## src/rtl/spi_reg_pkg.sv

```systemverilog
// spi_reg_pkg: frame geometry and FSM state encoding shared by the SPI register writer.
package spi_reg_pkg;
    localparam int FRAME_BITS = 24;
    localparam int ADDR_BITS  = 8;
    localparam int DATA_BITS  = 16;
    typedef enum logic [2:0] {
        IDLE,
        SHIFT,
        SETUP,
        STROBE,
        RELEASE,
        DRAIN
    } state_t;
endpackage

```

## src/rtl/sync_2ff.sv

```systemverilog
// sync_2ff: two-flop synchronizer for one asynchronous bit with a selectable reset value.
module sync_2ff #(
    parameter logic RST_VAL = 1'b0
) (
    input  logic clk,
    input  logic rst,
    input  logic d_i,
    output logic q_o
);
    logic meta_q;
    always_ff @(posedge clk) begin
        if (rst) begin
            meta_q <= RST_VAL;
            q_o    <= RST_VAL;
        end else begin
            meta_q <= d_i;
            q_o    <= meta_q;
        end
    end
endmodule

```

## src/rtl/spi_reg_writer.sv

```systemverilog
// spi_reg_writer: receives 24-bit SPI frames (addr, data) and issues one-hot register writes with a WCLK strobe.
module spi_reg_writer
    import spi_reg_pkg::*;
#(
    parameter int NUM_REGS  = 8,
    parameter int SETUP_CYC = 2,
    parameter int HOLD_CYC  = 2
) (
    input  logic                 clk,
    input  logic                 rst,
    input  logic                 SCK,
    input  logic                 MOSI,
    input  logic                 CS_N,
    output logic [DATA_BITS-1:0] WDATA,
    output logic [NUM_REGS-1:0]  WE,
    output logic                 WCLK,
    output logic                 FRAME_ERR
);
    logic sck_s, mosi_s, cs_s;
    logic sck_q, armed_q;
    logic [1:0] valid_q;
    state_t state_q;
    logic [FRAME_BITS-1:0] sr_q;
    logic [4:0] cnt_q;
    logic [7:0] cyc_q;
    logic sck_rise, addr_ok;
    logic [ADDR_BITS-1:0] addr;

    sync_2ff #(.RST_VAL(1'b0)) u_sync_sck  (.clk(clk), .rst(rst), .d_i(SCK),  .q_o(sck_s));
    sync_2ff #(.RST_VAL(1'b0)) u_sync_mosi (.clk(clk), .rst(rst), .d_i(MOSI), .q_o(mosi_s));
    sync_2ff #(.RST_VAL(1'b1)) u_sync_cs   (.clk(clk), .rst(rst), .d_i(CS_N), .q_o(cs_s));

    assign sck_rise = sck_s & ~sck_q;
    assign addr     = sr_q[FRAME_BITS-1 -: ADDR_BITS];
    assign addr_ok  = 32'(addr) < 32'(NUM_REGS);

    // armed_q needs a genuine CS_N high seen after the synchronizer has flushed its reset value
    always_ff @(posedge clk) begin
        if (rst) begin
            state_q   <= IDLE;
            sck_q     <= 1'b0;
            armed_q   <= 1'b0;
            valid_q   <= 2'b00;
            sr_q      <= '0;
            cnt_q     <= '0;
            cyc_q     <= '0;
            WDATA     <= '0;
            WE        <= '0;
            WCLK      <= 1'b0;
            FRAME_ERR <= 1'b0;
        end else begin
            sck_q     <= sck_s;
            valid_q   <= {valid_q[0], 1'b1};
            FRAME_ERR <= 1'b0;
            if (valid_q[1] && cs_s) armed_q <= 1'b1;
            case (state_q)
                IDLE: if (armed_q && !cs_s) begin
                    state_q <= SHIFT;
                    cnt_q   <= '0;
                    sr_q    <= '0;
                end
                SHIFT: if (cnt_q == 5'(FRAME_BITS)) begin
                    if (addr_ok) begin
                        WE      <= NUM_REGS'(1) << addr;
                        WDATA   <= sr_q[DATA_BITS-1:0];
                        cyc_q   <= '0;
                        state_q <= SETUP;
                    end else begin
                        FRAME_ERR <= 1'b1;
                        state_q   <= DRAIN;
                    end
                end else if (cs_s) begin
                    FRAME_ERR <= 1'b1;
                    state_q   <= IDLE;
                end else if (sck_rise) begin
                    sr_q  <= {sr_q[FRAME_BITS-2:0], mosi_s};
                    cnt_q <= cnt_q + 5'd1;
                end
                SETUP: if (cyc_q == 8'(SETUP_CYC - 1)) begin
                    WCLK    <= 1'b1;
                    cyc_q   <= '0;
                    state_q <= STROBE;
                end else begin
                    cyc_q <= cyc_q + 8'd1;
                end
                STROBE: if (cyc_q == 8'(HOLD_CYC - 1)) begin
                    WCLK    <= 1'b0;
                    state_q <= RELEASE;
                end else begin
                    cyc_q <= cyc_q + 8'd1;
                end
                RELEASE: begin
                    WE      <= '0;
                    state_q <= DRAIN;
                end
                DRAIN: if (cs_s) state_q <= IDLE;
                default: state_q <= IDLE;
            endcase
        end
    end
endmodule

```

## config.mk

```make
export PLATFORM = sky130hd
export DESIGN_NAME = spi_reg_writer
export DESIGN_NICKNAME = d
export VERILOG_FILES = /design/src/rtl/spi_reg_pkg.sv /design/src/rtl/sync_2ff.sv /design/src/rtl/spi_reg_writer.sv
export SDC_FILE = /design/constraint.sdc
export NUM_CORES = 1
export LEC_CHECK = 0
export CORE_MARGIN = 2
export CORE_UTILIZATION = 59
export CTS_BUF_LIST = sky130_fd_sc_hd__clkbuf_4 sky130_fd_sc_hd__clkbuf_8
export DETAILED_ROUTE_END_ITERATION = 12
export PLACE_DENSITY = 0.91
export SYNTH_ARGS = -nofsm -noshare
export SYNTH_HDL_FRONTEND = slang
export SYNTH_HIERARCHICAL = 1
export SYNTH_SLANG_ARGS = --single-unit
```

## constraint.sdc

```tcl
create_clock -name clk -period 4.2 [get_ports clk]
set_input_delay 1.26 -clock clk [delete_from_list [all_inputs] [get_ports clk]]
set_output_delay 1.26 -clock clk [all_outputs]
set_load 0.05 [all_outputs]
```

==> summary.txt, run 1 <==
Synthesis
  – Xor and xnor fraction of the mapped netlist area: 0
  – Fraction of registers with async set or reset after synthesis: 0
  – Number of flops mapped to enable cells by yosys: 0
  – Fraction of the mapped netlist area in simple logic gates: 0.244
  – Mean Syn Cell Area: 8.74 µm²
  – Most instantiated flip-flop cell in the synthesis netlist: sky130_fd_sc_hd__dfxtp_1
  – Compound-gate portion of the synthesized area: 0.219
  – Cell variety after synth: 51
  – Syn Inst Count: 380
  – Fraction of the yosys area taken by sequential cells: 0.458
  – Synthesized cell area: 3320 µm²
  – Dominant combinational cell family by area after synthesis: simple AND/OR/NAND/NOR gates
  – YS warnings: 6
  – Proportion of synthesized area in mux cells: 0.00678
  – Syn nets: 389
  – Number of flip-flops and latches in the synthesized netlist: 76
  – Fraction of the mapped netlist area in adder cells: 0.0151

Critical path
  – Worst-case reg-to-reg path depth: 6
  – Setup crit start: WDATA[5]$_SDFFE_PP0P_
  – Required time worst endpoint: 2.94 ns
  – Worst setup SP type: register
  – Critical Path AT: 1.52 ns
  – Chain of cells forming the critical path: clkdlybuf4s50_1
  – Crit path capture type: output port
  – Reg2reg setup slack: 1.62 ns
  – Crit. path cell count: 1
  – Largest driver fanout on the critical path: 2
  – Capture instance of the worst register-to-register path: sr_q[18]$_SDFFE_PP0P_
  – Biggest cell delay along the critical path: 0.81 ns
  – RR Startpoint: cnt_q[0]$_SDFFE_PP0P_
  – Class of the most critical setup path: register to output port
  – Number of buffer and inverter stages on the critical path: 1
  – Kind of cell with the highest combined delay on the critical path: buffers and inverters
  – Slowest stage cell, crit path: sky130_fd_sc_hd__clkdlybuf4s50_1

GRT
  – Global-route wire length before repair: 12,700 µm
  – Aggregate global-route resource usage: 0.256
  – Number of antenna violations at the first check in global routing: 0
  – Largest net degree at the start of global routing: 53
  – Total congestion overflow: 0
  – Number of global-route vias before repair: 2,778

Power and ir drop
  – Psw: 0.308 mW
  – Max VDD drop: 0.000311 V
  – Leakage Power: 1.19 nW
  – Switching fraction of total power: 0.221
  – Fraction of power consumed by the clock network: 0.445
  – Power per cell area: 366 nW/µm²
  – Part of the total power dissipated in combinational logic: 0.032
  – Internal power of the cells: 1.08 mW
  – Register share of total power: 0.523

Layout
  – Nets@finish: 404
  – Finished Cell Area: 3810 µm²
  – Fillcell total: 442
  – Area growth, synth to finish: 14.7%
  – Commonest cells after routing, fill and taps aside: sky130_fd_sc_hd__dfxtp_1, sky130_fd_sc_hd__a21oi_1, sky130_fd_sc_hd__nand2_1
  – Total area of sequential cells: 1520 µm²
  – Final non-filler cell total: 472
  – Proportion of layout cells with a drive suffix above 1: 0.0950
  – Most frequent standard cell in the layout excluding fill and tap cells: sky130_fd_sc_hd__dfxtp_1
  – Antenna diode count: 0
  – Multi-input combinational cell area: 1620 µm²

Placement
  – Cell count after placement: 456
  – Cell area after placement: 3580 µm²
  – Dpl ws: 1.49 ns
  – Routability cong.: 0.843
  – Estimated wirelength of the detail-placed design: 4600 µm
  – Number of buffers added on ports: 30

Timing
  – Total of endpoints with negative setup slack in the final report: 0
  – Setup TNS: 0 ns
  – Slew @ Worst Pin: 1.10 ns
  – RSZ-0062 raised after global routing: false
  – Max transition margin: 0.261
  – Minimum clock period: 2.78 ns
  – Pins Over Slew Limit: 0
  – FMAX: 360 MHz
  – Crit share post-route: 0.661
  – Final Hold Viols: 0
  – Clock Skews: 0.0112 ns
  – Least setup slack across all paths after layout: 1.42 ns

Drt
  – Routed via count: 3,000
  – Number of antenna-violating nets in the routed design: 0
  – Per-cell via count in the routed design: 6.36
  – Starting DRT DRC Count: 210
  – Total detailed-routing wirelength: 7710 µm
  – Average detailed-routed wire length per instance: 16.3 µm
  – DR DRC count: 0
  – Detailed-routing iteration count for the pre-antenna-repair pass: 5

Floorplanning
  – Core region area: 5470 µm²
  – Number of rows in the core area: 27
  – Die height: 79.0 µm
  – I/O Pins: 31
  – Initial core utilization: 0.607
  – Die boundary width: 79.0 µm
  – Die area: 6240 µm²

Worst hold path
  – Count of cells along the worst hold path: 1
  – Worst hold endpoint: u_sync_cs/q_o$_SDFF_PP1_
  – Start point of the worst min-delay path: u_sync_cs/meta_q$_SDFF_PP1_
  – HP Class: register to register

Clock network
  – Maximum number of buffers from clock root to sink: 2
  – Root Buffer: sky130_fd_sc_hd__clkbuf_8
  – Post-CTS setup repair buffer count: 0
  – Number of buffers created by CTS: 9
  – CTS tree: done
  – Maximum level of the CTS H-tree: 3
  – Insertion delay of the later-clocked pin in the worst-skew pair: 0.35 ns
  – Clock-pin slew reported for the worst setup and hold paths after clock tree synthesis: 0.08 ns
  – Hold buffer count at cts: 0
  – Cts repair resizes: 0
  – Number of sinks driven by the clock tree: 76

Run
  – Max-cap violations: 0

Status
  – Outcome: complete, no violations
-- power groups by stage --
stage                     registers, mW  logic [mW]  clock network [mW]
final                             0.728      0.0446               0.620
after detailed placement          0.745      0.0434                   0
after floorplan                   0.744      0.0346                   0
after global placement            0.745      0.0423                   0
after CTS                         0.728      0.0437               0.623
after global routing              0.729      0.0483               0.654
-- logic make-up after synthesis --
family / Yosys count
mux: 2
flops: 76
simple gates: 140
compound gates: 120
buf+inv: 38
fa+ha+maj: 4
-- worst max path at each step --
stage,endpoint,slack (ns)
detailed placement,WE[7]$_SDFFE_PP0P_,1.49
CTS,WDATA[5],1.42
global placement,WE[5]$_SDFFE_PP0P_,1.53
global route,WDATA[10],1.36
floorplan,WE[1]$_SDFFE_PP0P_,2.11
finish,WDATA[5],1.42
-- routing by layer --
metal,global-route usage,vias to the layer above,part of all wire,wire length [µm]
met3,0.0705,33,0.068,523
met2,0.421,135,0.49,3770
li1,-,1423,-,-
met1,0.305,1409,0.41,3170
met4,0.131,0,0.032,244
met5,0,-,0,0
-- final cells by class --
class	instances	area share
clock buffer	10	0.0361
clock inverter	6	0.0230
inverter	9	0.00887
multi-input combinational	266	0.425
sequential	76	0.400
tap	72	0.0237
timing repair buffer	33	0.0835
-- state kept, by name, summed over array words and instances, names as in the netlist, 2 cells and up --
signal / flops
WDATA: 16
WE: 8
cnt_q: 5
cyc_q: 8
sr_q: 24
state_q: 3
valid_q: 2
-- cell usage after synthesis, drive strengths merged (5+ instances only) --
library cell,count,area share
buf,15,0.031
nand2b,5,0.0094
o21ai,37,0.056
nand4,31,0.058
nor3,10,0.015
clkbuf,14,0.016
nor2b,9,0.017
nor4,6,0.025
a41oi,5,0.019
a21oi,59,0.089
nor2,11,0.013
dfxtp,76,0.46
a311oi,5,0.013
inv,9,0.010
nand2,42,0.047
-- through the flow --
| step | hold WS [ns] | util | power, mW |
|---|---|---|---|
| after floorplan | 0.385 | - | 0.778 |
| after global placement | 0.393 | 0.655 | 0.787 |
| after detailed placement | 0.394 | 0.655 | 0.788 |
| after CTS | 0.411 | 0.696 | 1.40 |
| after global routing | 0.437 | 0.696 | 1.43 |
| final | 0.410 | 0.696 | 1.39 |
(Power assumes the default switching activity.)
==> run 2, diff against run 1 <==
- CORE_UTILIZATION: 59 -> 53
- PLACE_DENSITY: 0.91 -> 0.87
- clock period: 4.2 -> 2.3 ns (I/O delays scaled with it)
==> run 2 against run 1 <==
  * Critical endpoint is now WDATA[7]
  * Clock-buffer cell count is 1 lower
  * Via count up 0.43%
  * Global-route usage fell by 3.4 points
  * Cell count grew 2.1%
  * Critical path depth did not move
==> summary.txt, run 2 (same netlist as run 1, synthesis figures left out) <==
Clock network
  – Insertion delay of the later-clocked pin in the worst-skew pair: 0.36 ns
  – Number of sinks driven by the clock tree: 76
  – Cts repair resizes: 0
  – Number of buffers created by CTS: 9
  – Clock-pin slew reported for the worst setup and hold paths after clock tree synthesis: 0.09 ns
  – Maximum number of buffers from clock root to sink: 2
  – Hold buffer count at cts: 0
  – Root Buffer: sky130_fd_sc_hd__clkbuf_8
  – Maximum level of the CTS H-tree: 3
  – CTS tree: done
  – Post-CTS setup repair buffer count: 0

Critical path
  – Biggest cell delay along the critical path: 0.81 ns
  – Critical Path AT: 1.53 ns
  – Required time worst endpoint: 1.61 ns
  – Worst setup SP type: register
  – Worst-case reg-to-reg path depth: 6
  – Largest driver fanout on the critical path: 2
  – Capture instance of the worst register-to-register path: cnt_q[4]$_SDFFE_PP0P_
  – Number of buffer and inverter stages on the critical path: 1
  – Kind of cell with the highest combined delay on the critical path: buffers and inverters
  – Crit path capture type: output port
  – Reg2reg setup slack: 0.23 ns
  – Chain of cells forming the critical path: clkdlybuf4s50_1
  – Slowest stage cell, crit path: sky130_fd_sc_hd__clkdlybuf4s50_1
  – RR Startpoint: cnt_q[0]$_SDFFE_PP0P_
  – Setup crit start: WDATA[7]$_SDFFE_PP0P_
  – Class of the most critical setup path: register to output port

Timing
  – Pins Over Slew Limit: 0
  – Clock Skews: 0.0117 ns
  – Setup TNS: 0 ns
  – Least setup slack across all paths after layout: 0.0838 ns
  – WHS: 0.420 ns
  – Total of endpoints with negative setup slack in the final report: 0
  – Minimum clock period: 2.22 ns
  – Max transition margin: 0.487
  – Final Hold Viols: 0
  – Slew @ Worst Pin: 0.769 ns
  – FMAX: 451 MHz
  – Crit share post-route: 0.964
  – RSZ-0062 raised after global routing: false

Drt
  – DR DRC count: 0
  – Number of antenna-violating nets in the routed design: 0
  – Starting DRT DRC Count: 280
  – Total detailed-routing wirelength: 7610 µm
  – Routed via count: 3,013
  – Routed wl met2: 3670 µm
  – Met3 wire length: 434 µm
  – Routed metal-1 wire length: 3330 µm
  – Average detailed-routed wire length per instance: 15.8 µm
  – Detailed-routing iteration count for the pre-antenna-repair pass: 5
  – Top Layer Used: met4
  – Per-cell via count in the routed design: 6.25

Worst hold path
  – Worst hold endpoint: u_sync_cs/q_o$_SDFF_PP1_
  – HP Class: register to register
  – Count of cells along the worst hold path: 1
  – Start point of the worst min-delay path: u_sync_cs/meta_q$_SDFF_PP1_

GRT
  – Largest net degree at the start of global routing: 40
  – Aggregate global-route resource usage: 0.222
  – Global-route wire length before repair: 12,600 µm
  – Number of global-route vias before repair: 2,714
  – Number of antenna violations at the first check in global routing: 0
  – Total congestion overflow: 0

Layout
  – Antenna diode count: 0
  – Area growth, synth to finish: 15.6%
  – Most frequent standard cell in the layout excluding fill and tap cells: sky130_fd_sc_hd__dfxtp_1
  – Number of flip-flops in the largest register: 24
  – Finished Cell Area: 3840 µm²
  – Nets@finish: 411
  – Largest register by flop count: sr_q
  – Biggest registers after layout: sr_q: 24 flops, WDATA: 16 flops
  – Proportion of layout cells with a drive suffix above 1: 0.111
  – Commonest cells after routing, fill and taps aside: sky130_fd_sc_hd__dfxtp_1, sky130_fd_sc_hd__a21oi_1, sky130_fd_sc_hd__nand2_1

Power and ir drop
  – Psw: 0.585 mW
  – Internal power of the cells: 1.85 mW
  – Power per cell area: 635 nW/µm²
  – Switching fraction of total power: 0.240
  – Leakage Power: 1.21 nW
  – Fraction of power consumed by the clock network: 0.419
  – Total Power Consumption: 2.44 mW
  – Max VDD drop: 0.000474 V
  – Register share of total power: 0.545
  – Part of the total power dissipated in combinational logic: 0.036

Placement
  – Cell area after placement: 3640 µm²
  – Estimated wirelength of the detail-placed design: 4790 µm
  – Dpl ws: 0.264 ns
  – Number of buffers added on ports: 30
  – Routability cong.: 0.872

Floorplanning
  – Core region area: 5990 µm²
  – Initial core utilization: 0.554
  – Die area: 6910 µm²
  – Die height: 83.1 µm
  – I/O Pins: 31
  – Number of rows in the core area: 28
  – Die boundary width: 83.1 µm

Run
  – Max-cap violations: 0

Status
  – Outcome: complete, no violations
run 2: cell count changes in the layout (fill, tap and decap cells not counted), sizes merged:
cell    before  now
clkbuf      10    9
buf          4   11
inv          9   11
bufinv       2    1
run 2: area by class of cell:
type	count	area [µm²]
fill	488	2150
clock inverter	7	75.1
multi-input combinational	266	1620
timing repair buffer	40	370
clock buffer	9	124
sequential	76	1520
tap	75	93.8
inverter	9	33.8
run 2: worst max path at each step:
| stage | to | slack, ns | cells after the start |
|---|---|---|---|
| 6_report | WDATA[7] | 0.08 | 1 |
| 5_1_grt | cnt_q[4]$_SDFFE_PP0P_ | 0.04 | 6 |
| 4_1_cts | WDATA[7] | 0.06 | 1 |
| 3_5_place_dp | cnt_q[4]$_SDFFE_PP0P_ | 0.26 | 6 |
| 3_3_place_gp | cnt_q[3]$_SDFFE_PP0P_ | 0.35 | 6 |
| 2_1_floorplan | cnt_q[3]$_SDFFE_PP0P_ | 0.51 | 7 |
run 2: stage by stage:
stage	utilization	std cells
final	0.641	482
after global routing	0.641	482
after CTS	0.641	482
after detailed placement	0.607	466
after global placement	0.607	466
after floorplan	-	380
run 2: per-layer routing:
layer	GRT usage	vias up
met4	0.104	0
met5	0	-
li1	-	1440
met3	0.0636	16
met2	0.354	103
met1	0.275	1454
run 2: power groups by stage:
stage               Sequential (mW)  Combinational (mW)  Clock [mW]
floorplan                      1.36              0.0632           0
global placement               1.36              0.0837           0
detailed placement             1.36              0.0854           0
CTS                            1.33              0.0863        1.04
global route                   1.33              0.0956        1.09
finish                         1.33              0.0881        1.02
==> run 3, diff against run 2 <==
- HOLD_SLACK_MARGIN: default -> 0.02
- TNS_END_PERCENT: default -> 50
==> results of run 3 <==
Final layout, timing and power as in run 2 (identical DEF).
